$ cat src/rtl/trng_pkg.sv
// Shared types for the TRNG word arbiter: word width and the controller state encoding.
package trng_pkg;

  localparam int unsigned RND_W = 32;

  typedef enum logic [1:0] {
    StIdle,
    StActive,
    StFlush,
    StFault
  } trng_state_e;

endpackage

$ cat src/rtl/trng_arb_fifo.sv
// Word buffer for trng_arb: synchronous write and pop, with a flush that zeroes every entry.
module trng_arb_fifo
  import trng_pkg::*;
#(
  parameter int unsigned DEPTH = 4,
  localparam int unsigned AW = $clog2(DEPTH),
  localparam int unsigned LW = AW + 1
) (
  input  logic             clk_i,
  input  logic             rst_i,
  input  logic             flush_i,
  input  logic             wr_en_i,
  input  logic [RND_W-1:0] wr_data_i,
  input  logic             rd_en_i,
  output logic [RND_W-1:0] rd_data_o,
  output logic [LW-1:0]    level_o,
  output logic             full_o,
  output logic             empty_o
);

  logic [RND_W-1:0] mem_q [DEPTH];
  logic [AW-1:0]    wptr_q, rptr_q;
  logic [LW-1:0]    cnt_q, cnt_d;
  logic             wr_ok, rd_ok;

  assign full_o    = (cnt_q == LW'(DEPTH));
  assign empty_o   = (cnt_q == '0);
  assign wr_ok     = wr_en_i & ~full_o;
  assign rd_ok     = rd_en_i & ~empty_o;
  assign rd_data_o = mem_q[rptr_q];
  assign level_o   = cnt_q;

  always_comb begin
    cnt_d = cnt_q;
    unique case ({wr_ok, rd_ok})
      2'b10:   cnt_d = cnt_q + LW'(1);
      2'b01:   cnt_d = cnt_q - LW'(1);
      default: cnt_d = cnt_q;
    endcase
  end

  // DEPTH is a power of two, so pointers wrap by natural overflow.
  always_ff @(posedge clk_i) begin
    if (rst_i || flush_i) begin
      for (int unsigned i = 0; i < DEPTH; i++) begin
        mem_q[i] <= '0;
      end
      wptr_q <= '0;
      rptr_q <= '0;
      cnt_q  <= '0;
    end else begin
      if (wr_ok) begin
        mem_q[wptr_q] <= wr_data_i;
        wptr_q        <= wptr_q + AW'(1);
      end
      if (rd_ok) begin
        rptr_q <= rptr_q + AW'(1);
      end
      cnt_q <= cnt_d;
    end
  end

endmodule

$ cat src/rtl/trng_arb.sv
// Buffers TRNG words and hands them out round-robin to requesters; sticky fault on total failure.
// Optional served-word counter enabled by defining TRNG_ARB_WORD_CNT_EN.
module trng_arb
  import trng_pkg::*;
#(
  parameter int unsigned NUM_REQ = 4,
  parameter int unsigned DEPTH   = 4,
  localparam int unsigned LW = $clog2(DEPTH) + 1,
  localparam int unsigned PW = $clog2(NUM_REQ)
) (
  input  logic               clk_i,
  input  logic               rst_i,
  input  logic               rnd_ready_i,
  input  logic [RND_W-1:0]   rnd_data_i,
  input  logic               error_i,
  input  logic               total_failure_i,
  output logic               ack_read_o,
  input  logic [NUM_REQ-1:0] req_i,
  output logic [NUM_REQ-1:0] gnt_o,
  output logic [RND_W-1:0]   rnd_data_o,
  output logic [LW-1:0]      level_o,
  output logic               fault_o
`ifdef TRNG_ARB_WORD_CNT_EN
  ,
  output logic [15:0]        served_cnt_o
`endif
);

  trng_state_e        state_q;
  logic [PW-1:0]      ptr_q;
  logic [NUM_REQ-1:0] gnt_q;
  logic [RND_W-1:0]   data_q;
  logic               ack_q;
  logic               fault_q;

  logic               live;
  logic [NUM_REQ-1:0] elig;
  logic               win_found;
  logic [PW-1:0]      win_idx;
  logic [PW-1:0]      cand;
  logic [PW-1:0]      ptr_nxt;
  logic [NUM_REQ-1:0] gnt_onehot;
  logic               cap_en, pop_en, flush_en, nonempty_nxt;

  logic [RND_W-1:0]   fifo_head;
  logic [LW-1:0]      fifo_level;
  logic               fifo_full, fifo_empty;

  assign live = (state_q == StIdle) || (state_q == StActive);
  // A requester holding its level through its grant cycle must not win again immediately.
  assign elig = req_i & ~gnt_q;

  always_comb begin
    win_found = 1'b0;
    win_idx   = '0;
    cand      = '0;
    for (int unsigned i = 0; i < NUM_REQ; i++) begin
      cand = PW'((32'(ptr_q) + i) % NUM_REQ);
      if (!win_found && elig[cand]) begin
        win_found = 1'b1;
        win_idx   = cand;
      end
    end
  end

  assign ptr_nxt    = (win_idx == PW'(NUM_REQ - 1)) ? '0 : win_idx + PW'(1);
  assign gnt_onehot = NUM_REQ'(1) << win_idx;

  // Full/empty are start-of-cycle views; failure and error outrank capture and grant.
  assign cap_en = live & rnd_ready_i & ~fifo_full & ~ack_q & ~error_i & ~total_failure_i;
  assign pop_en = live & ~fifo_empty & win_found & ~error_i & ~total_failure_i;
  assign flush_en = total_failure_i | (live & error_i) | (state_q == StFault);
  assign nonempty_nxt = cap_en || (fifo_level != LW'(pop_en));

  trng_arb_fifo #(
    .DEPTH(DEPTH)
  ) u_fifo (
    .clk_i     (clk_i),
    .rst_i     (rst_i),
    .flush_i   (flush_en),
    .wr_en_i   (cap_en),
    .wr_data_i (rnd_data_i),
    .rd_en_i   (pop_en),
    .rd_data_o (fifo_head),
    .level_o   (fifo_level),
    .full_o    (fifo_full),
    .empty_o   (fifo_empty)
  );

  always_ff @(posedge clk_i) begin
    if (rst_i) begin
      state_q <= StIdle;
      ptr_q   <= '0;
      gnt_q   <= '0;
      data_q  <= '0;
      ack_q   <= 1'b0;
      fault_q <= 1'b0;
    end else if (total_failure_i) begin
      state_q <= StFault;
      fault_q <= 1'b1;
      gnt_q   <= '0;
      data_q  <= '0;
      ack_q   <= 1'b0;
    end else begin
      case (state_q)
        StIdle, StActive: begin
          if (error_i) begin
            state_q <= StFlush;
            gnt_q   <= '0;
            data_q  <= '0;
            ack_q   <= 1'b0;
          end else begin
            ack_q   <= cap_en;
            gnt_q   <= pop_en ? gnt_onehot : '0;
            data_q  <= pop_en ? fifo_head : '0;
            state_q <= nonempty_nxt ? StActive : StIdle;
            if (pop_en) begin
              ptr_q <= ptr_nxt;
            end
          end
        end
        StFlush: begin
          state_q <= StIdle;
          gnt_q   <= '0;
          data_q  <= '0;
          ack_q   <= 1'b0;
        end
        default: begin
          gnt_q  <= '0;
          data_q <= '0;
          ack_q  <= 1'b0;
        end
      endcase
    end
  end

  assign ack_read_o = ack_q;
  assign gnt_o      = gnt_q;
  assign rnd_data_o = data_q;
  assign level_o    = fifo_level;
  assign fault_o    = fault_q;

`ifdef TRNG_ARB_WORD_CNT_EN
  logic [15:0] served_cnt_q;

  always_ff @(posedge clk_i) begin
    if (rst_i) begin
      served_cnt_q <= '0;
    end else if (pop_en && (served_cnt_q != 16'hFFFF)) begin
      served_cnt_q <= served_cnt_q + 16'd1;
    end
  end

  assign served_cnt_o = served_cnt_q;
`endif

endmodule
$ cat config.mk
export PLATFORM = sky130hd
export DESIGN_NAME = trng_arb
export DESIGN_NICKNAME = d
export VERILOG_FILES = /design/src/rtl/trng_pkg.sv /design/src/rtl/trng_arb_fifo.sv /design/src/rtl/trng_arb.sv
export SDC_FILE = /design/constraint.sdc
export NUM_CORES = 1
export LEC_CHECK = 0
export ABC_CLOCK_PERIOD_IN_PS = 4700
export BUFFER_PORTS_ARGS = -buffer_cell sky130_fd_sc_hd__buf_2
export CORE_MARGIN = 3
export CORE_UTILIZATION = 58
export DETAILED_ROUTE_END_ITERATION = 10
export GPL_ROUTABILITY_DRIVEN = 0
export PLACE_DENSITY_LB_ADDON = 0.08
export RECOVER_POWER = 50
export SETUP_SLACK_MARGIN = 0.3
export SKIP_CTS_REPAIR_TIMING = 1
export SLEW_MARGIN = 10
export SYNTH_ARGS = -nofsm -noshare
export SYNTH_HDL_FRONTEND = slang
export SYNTH_SLANG_ARGS = --single-unit
$ cat constraint.sdc
create_clock -name clk_i -period 4.7 [get_ports clk_i]
set_clock_uncertainty 0.05 [all_clocks]
set_input_delay 0 -clock clk_i [delete_from_list [all_inputs] [get_ports clk_i]]
set_output_delay 0 -clock clk_i [all_outputs]
set_load 0.02 [all_outputs]
# ---- Word level (Yosys, flattened, before mapping)
# Memory sizes are Yosys's and may differ from the RTL's. A register that Yosys moved wholly into a read port is not among the register bits.
# Cells that the tools add are included.
dict set report classes {
  n_addsub 8
  order_cmp 4
  eq_ne 8
  shift 1
  mux 30
  n_bitwise 23
  n_reduce_logical 18
}
# op n
set ops {}
lappend ops {{$mux W32} 1}
lappend ops {{$reduce_or A32 Y1} 1}
lappend ops {{$mux W2} 8}
lappend ops {{$mux W1} 15}
lappend ops {{$and A1 B1 Y1} 12}
lappend ops {{$lt A2 B3 Y1 const B} 4}
lappend ops {{$add A2 B1 Y2 const B} 4}
lappend ops {{$bmux W1 S2} 4}
lappend ops {{$eq A2 B2 Y1 const B} 4}
lappend ops {{$not A1 Y1} 7}
lappend ops {{$pmux W3 S2} 1}
lappend ops {{$reduce_or A5 Y1} 1}
lappend ops {{$add A2 B2 Y2 const B} 2}
lappend ops {{$and A4 B4 Y4} 1}
lappend ops {{$eq A2 B1 Y1 const B} 2}
lappend ops {{$not A4 Y4} 1}
lappend ops {{$pmux W2 S2} 1}
lappend ops {{$reduce_and A4 Y1} 1}
lappend ops {{$reduce_or A4 Y1} 1}
lappend ops {{$shl A1 B2 Y4 const A} 1}
lappend ops {{$add A3 B1 Y3 const B} 1}
lappend ops {{$eq A3 B3 Y1 const B} 1}
lappend ops {{$logic_and A1 B1 Y1} 3}
lappend ops {{$logic_not A1 Y1} 3}
lappend ops {{9 further kinds} 12}
dict set report word_totals {
  reg_bits 17
  ramBits 128
  in_bits 41
  output_inout_bits 41
  elab_cells 101
  memories 1
}
# name words word_bits read_ports rd_clocked_by_memory_dff write_ports line_no
set mem_list {}
lappend mem_list {u_fifo.mem_q 4 32 1 1 4 trng_arb_fifo.sv:21} ;# logic [RND_W-1:0] mem_q [DEPTH];

# ---- Logic depth before layout (Yosys ltp)
# Gate-level depths: netlist of run 1.
dict set report depth {
  ltp_word 23
  mapped_depth 10
  mapped_depth_nobuf 10
}

# ---- Hierarchy
# Synthesis of run 1 repeated with hierarchy kept, for this count alone.
dict set report hier_totals {
  cells_unflattened 501
  area_unflattened_um2 7454.6
}
# module n_inst cells_each area_each_um2 seq_area_each_um2
set modules_own_cells {}
lappend modules_own_cells {trng_arb_fifo 1 373 5994.5 4023.9}
lappend modules_own_cells {trng_arb 1 128 1460.2 840.8}

# ---- Least setup slack after synthesis of run 1
# Ideal clock, no wire load.
dict set report synth_timing {
  path_kind {register to register}
  startpoint {register state_q[1]}
  endpoint {memory u_fifo.mem_q[1][0], enable pin}
  setup_time_ns 0.466
  arrival_ns 3.709
  required_ns 4.184
  slack_ns 0.475
  path_stages_with_launch 5
  n_path_buf 0
  synth_period_minus_slack_ns 4.225
  path_cell_list {dfxtp_1 > or3_4 > a2111oi_4 > nand2_1 > o21ai_0}
}
# item line_no
set synth_lines {}
lappend synth_lines {{start, declared} trng_arb.sv:29} ;# trng_state_e state_q;
lappend synth_lines {{start signal, assigned} trng_arb.sv:92} ;# state_q <= StIdle;
lappend synth_lines {{start signal, assigned} trng_arb.sv:99} ;# state_q <= StFault;
lappend synth_lines {{start signal, assigned} trng_arb.sv:108} ;# state_q <= StFlush;
lappend synth_lines {{end, declared} trng_arb_fifo.sv:21}

==> results of run 1 <==
## worst max-delay path, cell delays in order (launching register included)
cell and delay [ns]:
dfxtp_1 0.38, or3_1 0.44, a2111oi_4 0.71, inv_1 0.26, nor4_1 0.29, buf_4 0.36, nand2b_2 0.75
## Yosys cell counts, drive strengths merged, types with 3 or more instances
cell     count
edfxtp     128
and2        97
dfxtp       49
nor2b       38
and3        33
mux4        32
clkbuf      17
nor2        17
buf         12
inv          8
nand2b       7
nor3         7
xnor2        6
a21oi        5
a2111oi      3
o21ai        3
or3          3
## how the worst max path moves through the flow
stage                            start                                 to  slack (ns)  cells past startpoint
2_1_floorplan  state_q[1]$_SDFFE_PP0P_   u_fifo.mem_q[1][0]$_SDFFCE_PN0P_        0.48                      4
3_5_place_dp   state_q[1]$_SDFFE_PP0P_  u_fifo.mem_q[0][16]$_SDFFCE_PN0P_        1.19                      6
3_3_place_gp   state_q[1]$_SDFFE_PP0P_  u_fifo.mem_q[0][15]$_SDFFCE_PN0P_        1.28                      6
6_report       state_q[1]$_SDFFE_PP0P_  u_fifo.mem_q[0][18]$_SDFFCE_PN0P_        1.06                      6
4_1_cts        state_q[1]$_SDFFE_PP0P_   u_fifo.mem_q[0][9]$_SDFFCE_PN0P_        1.17                      6
5_1_grt        state_q[1]$_SDFFE_PP0P_   u_fifo.mem_q[0][7]$_SDFFCE_PN0P_        0.77                      6
## metrics by stage
step / total power, mW / util (%) / setup WS, ns
CTS: 3.24 / 69.2 / 1.17
finish: 3.23 / 71.3 / 1.06
floorplan: 1.84 / - / 0.475
global route: 3.33 / 71.3 / 0.769
global placement: 1.89 / 64.6 / 1.28
detailed placement: 1.90 / 64.6 / 1.19
## layout make-up
cell class | count | area [um^2] | share of cell area, %
clock buffer | 21 | 450 | 5.21
sequential | 177 | 4830 | 55.9
timing repair buffer | 124 | 753 | 8.72
multi-input combinational | 266 | 2260 | 26.1
tap | 168 | 210 | 2.43
inverter | 8 | 30.0 | 0.348
clock inverter | 11 | 114 | 1.32
## metal layers
metal | GRT usage [%] | share of wire (%)
met1 | 26.3 | 42
met2 | 36.3 | 53
met3 | 4.71 | 3.4
met4 | 7.69 | 1.6
met5 | 0 | 0
## registers in the layout, summed over array words and instances (netlist names), named ones only
name,count
ptr_q,1
fault_o,1
u_fifo.level_o,3
u_fifo.wptr_q,2
gnt_o,4
ack_read_o,1
rnd_data_o,32
u_fifo.rptr_q,2
state_q,2
u_fifo.mem_q,128
## cell usage in the layout (no fill, tap or decap), drive strengths merged, types with 4 or more instances in the layout
master / netlist / final
a21oi: 5 / 5
and2: 97 / 97
and3: 33 / 33
buf: 12 / 45
clkbuf: 17 / 65
clkinv: 0 / 5
clkinvlp: 0 / 4
dfxtp: 49 / 49
dlygate4sd3: 0 / 35
edfxtp: 128 / 128
inv: 8 / 8
mux4: 32 / 32
nand2b: 7 / 7
nor2: 17 / 17
nor2b: 38 / 38
nor3: 7 / 7
xnor2: 6 / 6
## power breakdown
| group | total [mW] | internal, mW | switching (mW) |
|---|---|---|---|
| combinational | 0.140 | 0.0663 | 0.0735 |
| clock | 1.35 | 0.790 | 0.560 |
| sequential | 1.74 | 1.73 | 0.0176 |
## logic make-up after synthesis
logic type | share of synthesized area (%)
adders and majority gates | 0.450
DFF | 66.8
xor gates and xnor gates | 0.970
muxes | 9.98
buffers and inverters | 2.34
and+or+nand+nor | 17.5
AOI/OAI and AO/OA | 2.01
==> results.sh, run 1 <==
export IMPL_status="finished with violations"
export IMPL_violations="capacitance limit, slew limit"
export IMPL_drive_gt1_share_pct=18.8
export IMPL_start_kind="flip-flop"
export IMPL_syn_nets=523
export IMPL_holdPathStages=4
export IMPL_pwr_density_cell_nw_per_um2=374
export IMPL_dpl_cell_area_um2=7820
export IMPL_cp_required_ns=4.70
export IMPL_fmax_mhz=275
export IMPL_start_util_pct=59.6
export IMPL_async_reset_ff_share_pct=0
export IMPL_synth_area_leaders="edfxtp_1 53%, dfxtp_1 14%, mux4_2 10%, and2_1 8.4%, nor2b_1 3.3%"
export IMPL_stdcell_area_um2=8640
export IMPL_synth_top_area_share_pct=53.2
export IMPL_ir_drop_mv=0.274
export IMPL_arrival_ns=3.64
export IMPL_drc=0
export IMPL_routed_wl_um=13900
export IMPL_hold_slack_ns=0.0188
export IMPL_clk_path_buf_depth=2
export IMPL_setup_tns_final_ns=0
export IMPL_syn_to_final_growth_pct=19.6
export IMPL_worstReg2RegStart="state_q[1]$_SDFFE_PP0P_"
export IMPL_hp_class="in -> reg"
export IMPL_hold_viol_final=0
export IMPL_cap_violations=2
export IMPL_clk_pin_slew_ns=0.06
export IMPL_ys_flop_type="edfxtp_1"
export IMPL_grt_pass1_vias=4202
export IMPL_htreeDepth=4
export IMPL_hold_end="ack_read_o$_SDFF_PP0_"
export IMPL_vias=4160
export IMPL_holdCritStartpoint="rnd_ready_i"
export IMPL_n_fill_cell=885
export IMPL_ant_nets=0
export IMPL_syn_instance_count=480
export IMPL_antenna_found_initial=0
export IMPL_wl_per_cell_um=17.9
export IMPL_reg2reg_slack_ns=1.06
export IMPL_numPortBuffers=81
export IMPL_synth_yosys_seq_area_share_pct=66.8
export IMPL_drt_iter0_drc=284
export IMPL_worst_pin_slew_ns=1.82
export IMPL_fp_dieH_um=118
export IMPL_cts_tree="built"
export IMPL_clk_latency_ns=0.43
export IMPL_hpwl_um=7900
export IMPL_diodes=0
export IMPL_finalSetupViolCount=0
export IMPL_nets=637
export IMPL_ios=82
export IMPL_end_kind="flip-flop"
export IMPL_cts_root_buf="clkbuf_16"
export IMPL_yosysWarnings=0
export IMPL_finalNonFillerCells=775
export IMPL_cts_buffers=17
export IMPL_min_period_ns=3.64
export IMPL_synth_cell_type_count=34
export IMPL_post_route_period_util_pct=77.4
export IMPL_firstDrtPassIters=4
export IMPL_cts_sinks=177
export IMPL_syn_area_um2=7220
export IMPL_dp_cells=708
export IMPL_grt_pass1_wl_um=22200
export IMPL_p_leak_nw=3.31
export IMPL_rsz0062_at_grt="no"
export IMPL_viasPerCell=5.37
export IMPL_row_count=40
export IMPL_avgSynthCellArea_um2=15.1
export IMPL_reg2reg_depth=6
export IMPL_relSlewSlack_pct=-21.6
export IMPL_maxSlewViolCount=69
export IMPL_synth_edff_count=128
export IMPL_overflow=0
export IMPL_dieWidth_um=118
export IMPL_post_synth_top_area_cell="edfxtp_1"
export IMPL_synth_seq_cells=177
export IMPL_core_area_um2=12100
export IMPL_critPathKind="reg -> reg"
export IMPL_regToRegEndpoint="u_fifo.mem_q[0][18]$_SDFFCE_PN0P_"
export IMPL_die_area_um2=13800
export IMPL_groute_usage_overall_pct=21.1
export IMPL_path_max_fanout=33
export IMPL_grt_max_degree=38
Power figures use the tool's default switching activity.
==> run 2, diff against run 1 <==
ABC_CLOCK_PERIOD_IN_PS = 3800   (was 4700)
clock period = 3.8 ns   (was 4.7 ns; I/O delays follow)
==> run 2 against run 1 <==
Effect of this change:
- the run now ends clean
- critical path depth up 1
- hold slack better by 0.14 ns
- flip-flop and latch count unchanged
- worst setup slack worse by 0.42 ns
- clock power up 17%
- register-to-register slack worse by 0.42 ns
- total power up 21%
- global-route usage about the same
- final cell count up 0.90%
==> results.sh, run 2 (synthesis gave the netlist of run 1 again) <==
export IMPL_grt_pass1_wl_um=22500
export IMPL_clk_path_buf_depth=2
export IMPL_cap_violations=0
export IMPL_p_leak_nw=3.35
export IMPL_ant_nets=0
export IMPL_drive_gt1_share_pct=18.9
export IMPL_ir_drop_mv=0.272
export IMPL_cp_required_ns=3.87
export IMPL_critPathKind="reg -> reg"
export IMPL_nets=644
export IMPL_drt_iter0_drc=282
export IMPL_status="finished, final reports clean"
export IMPL_hold_viol_final=0
export IMPL_largest_reg_flops=128
export IMPL_regToRegEndpoint="u_fifo.mem_q[0][12]$_SDFFCE_PN0P_"
export IMPL_start_kind="flip-flop"
export IMPL_antenna_found_initial=0
export IMPL_holdCritStartpoint="req_i[3]"
export IMPL_worst_pin_slew_ns=1.16
export IMPL_final_core_util_pct=71.6
export IMPL_path_max_fanout=36
export IMPL_post_route_period_util_pct=83.1
export IMPL_worstReg2RegStart="state_q[1]$_SDFFE_PP0P_"
export IMPL_row_count=40
export IMPL_maxSlewViolCount=0
export IMPL_wl_per_cell_um=18.1
export IMPL_layout_commonest_cell="edfxtp_1"
export IMPL_cts_root_buf="clkbuf_16"
export IMPL_holdPathStages=5
export IMPL_vias=4182
export IMPL_end_kind="flip-flop"
export IMPL_grt_pass1_vias=4201
export IMPL_htreeDepth=4
export IMPL_min_period_ns=3.16
export IMPL_pwr_density_cell_nw_per_um2=452
export IMPL_hpwl_um=8320
export IMPL_numPortBuffers=81
export IMPL_reg2reg_slack_ns=0.64
export IMPL_cts_tree="built"
export IMPL_relSlewSlack_pct=22.9
export IMPL_top_register="u_fifo.mem_q"
export IMPL_routed_wl_um=14200
export IMPL_final_cell_mix="128 x edfxtp_1, 81 x and2_1, 50 x clkbuf_1, 48 x dfxtp_1, 40 x buf_2"
export IMPL_fmax_mhz=317
export IMPL_syn_to_final_growth_pct=20.1
export IMPL_ios=82
export IMPL_clk_latency_ns=0.42
export IMPL_overflow=0
export IMPL_hold_end="gnt_o[2]$_SDFF_PP0_"
export IMPL_cts_buffers=17
export IMPL_drc=0
export IMPL_die_area_um2=13800
export IMPL_finalSetupViolCount=0
export IMPL_reg2reg_depth=7
export IMPL_core_area_um2=12100
export IMPL_grt_max_degree=38
export IMPL_viasPerCell=5.35
export IMPL_dieWidth_um=118
export IMPL_groute_usage_overall_pct=21.1
export IMPL_firstDrtPassIters=4
export IMPL_clk_pin_slew_ns=0.06
export IMPL_rsz0062_at_grt="no"
export IMPL_arrival_ns=3.23
export IMPL_hp_class="in -> reg"
export IMPL_cts_sinks=177
export IMPL_start_util_pct=59.6
export IMPL_fin_total_pwr_mw=3.92
export IMPL_diodes=0
export IMPL_fp_dieH_um=118
run 2: final cells by class:
class | instances | area (um^2)
Clock buffer | 24 | 462
Tap cell | 168 | 210
Sequential cell | 177 | 4830
Multi-Input combinational cell | 266 | 2260
Clock inverter | 8 | 66.3
Fill cell | 867 | 3440
Timing Repair Buffer | 131 | 818
Inverter | 8 | 30.0
run 2: how the worst max path moves through the flow:
| stage | from | endpoint | slack (ns) | cells past startpoint |
|---|---|---|---|---|
| after floorplan | state_q[1]$_SDFFE_PP0P_ | u_fifo.mem_q[1][0]$_SDFFCE_PN0P_ | -0.42 | 4 |
| after detailed placement | state_q[1]$_SDFFE_PP0P_ | u_fifo.mem_q[3][4]$_DFFE_PP_ | 0.77 | 6 |
| after global routing | state_q[1]$_SDFFE_PP0P_ | u_fifo.mem_q[0][20]$_SDFFCE_PN0P_ | 0.42 | 7 |
| after global placement | state_q[1]$_SDFFE_PP0P_ | u_fifo.mem_q[1][15]$_SDFFCE_PN0P_ | 0.84 | 6 |
| after CTS | state_q[1]$_SDFFE_PP0P_ | u_fifo.mem_q[3][8]$_DFFE_PP_ | 0.74 | 6 |
| final | state_q[1]$_SDFFE_PP0P_ | u_fifo.mem_q[0][12]$_SDFFCE_PN0P_ | 0.64 | 7 |
run 2: where the power goes:
part           switching (mW)  total [mW]  internal, mW
Sequential             0.0232        2.16          2.14
Clock                   0.671        1.58         0.912
Combinational          0.0920       0.179        0.0871
run 2: through the flow:
stage / area (um^2) / hold WS [ns] / instances / worst slack [ns] / TNS, ns
after floorplan: 7220 / 0.0658 / 480 / -0.425 / -27.20
after global placement: 7880 / 0.240 / 714 / 0.841 / 0
after detailed placement: 7880 / 0.255 / 714 / 0.767 / 0
after CTS: 8400 / -0.185 / 746 / 0.742 / 0
after global routing: 8670 / 0.270 / 782 / 0.421 / 0
final: 8670 / 0.155 / 782 / 0.641 / 0
run 2: metal layers:
metal  track usage [%]  vias to the layer above  wire length (um)
li1                  -                     1977                 -
met1              27.6                     2103              6320
met2              35.4                       92              7260
met3              4.42                       10               470
met4              7.11                        0               136
met5                 0                        -                 0
run 2: worst max-delay path, cell delays in order, from the launching register on:
cell,delay [ns]
dfxtp_1,0.38
or3_1,0.40
a2111oi_0,0.40
buf_4,0.42
inv_1,0.25
nor4_4,0.27
nand2b_2,0.44
buf_12,0.24
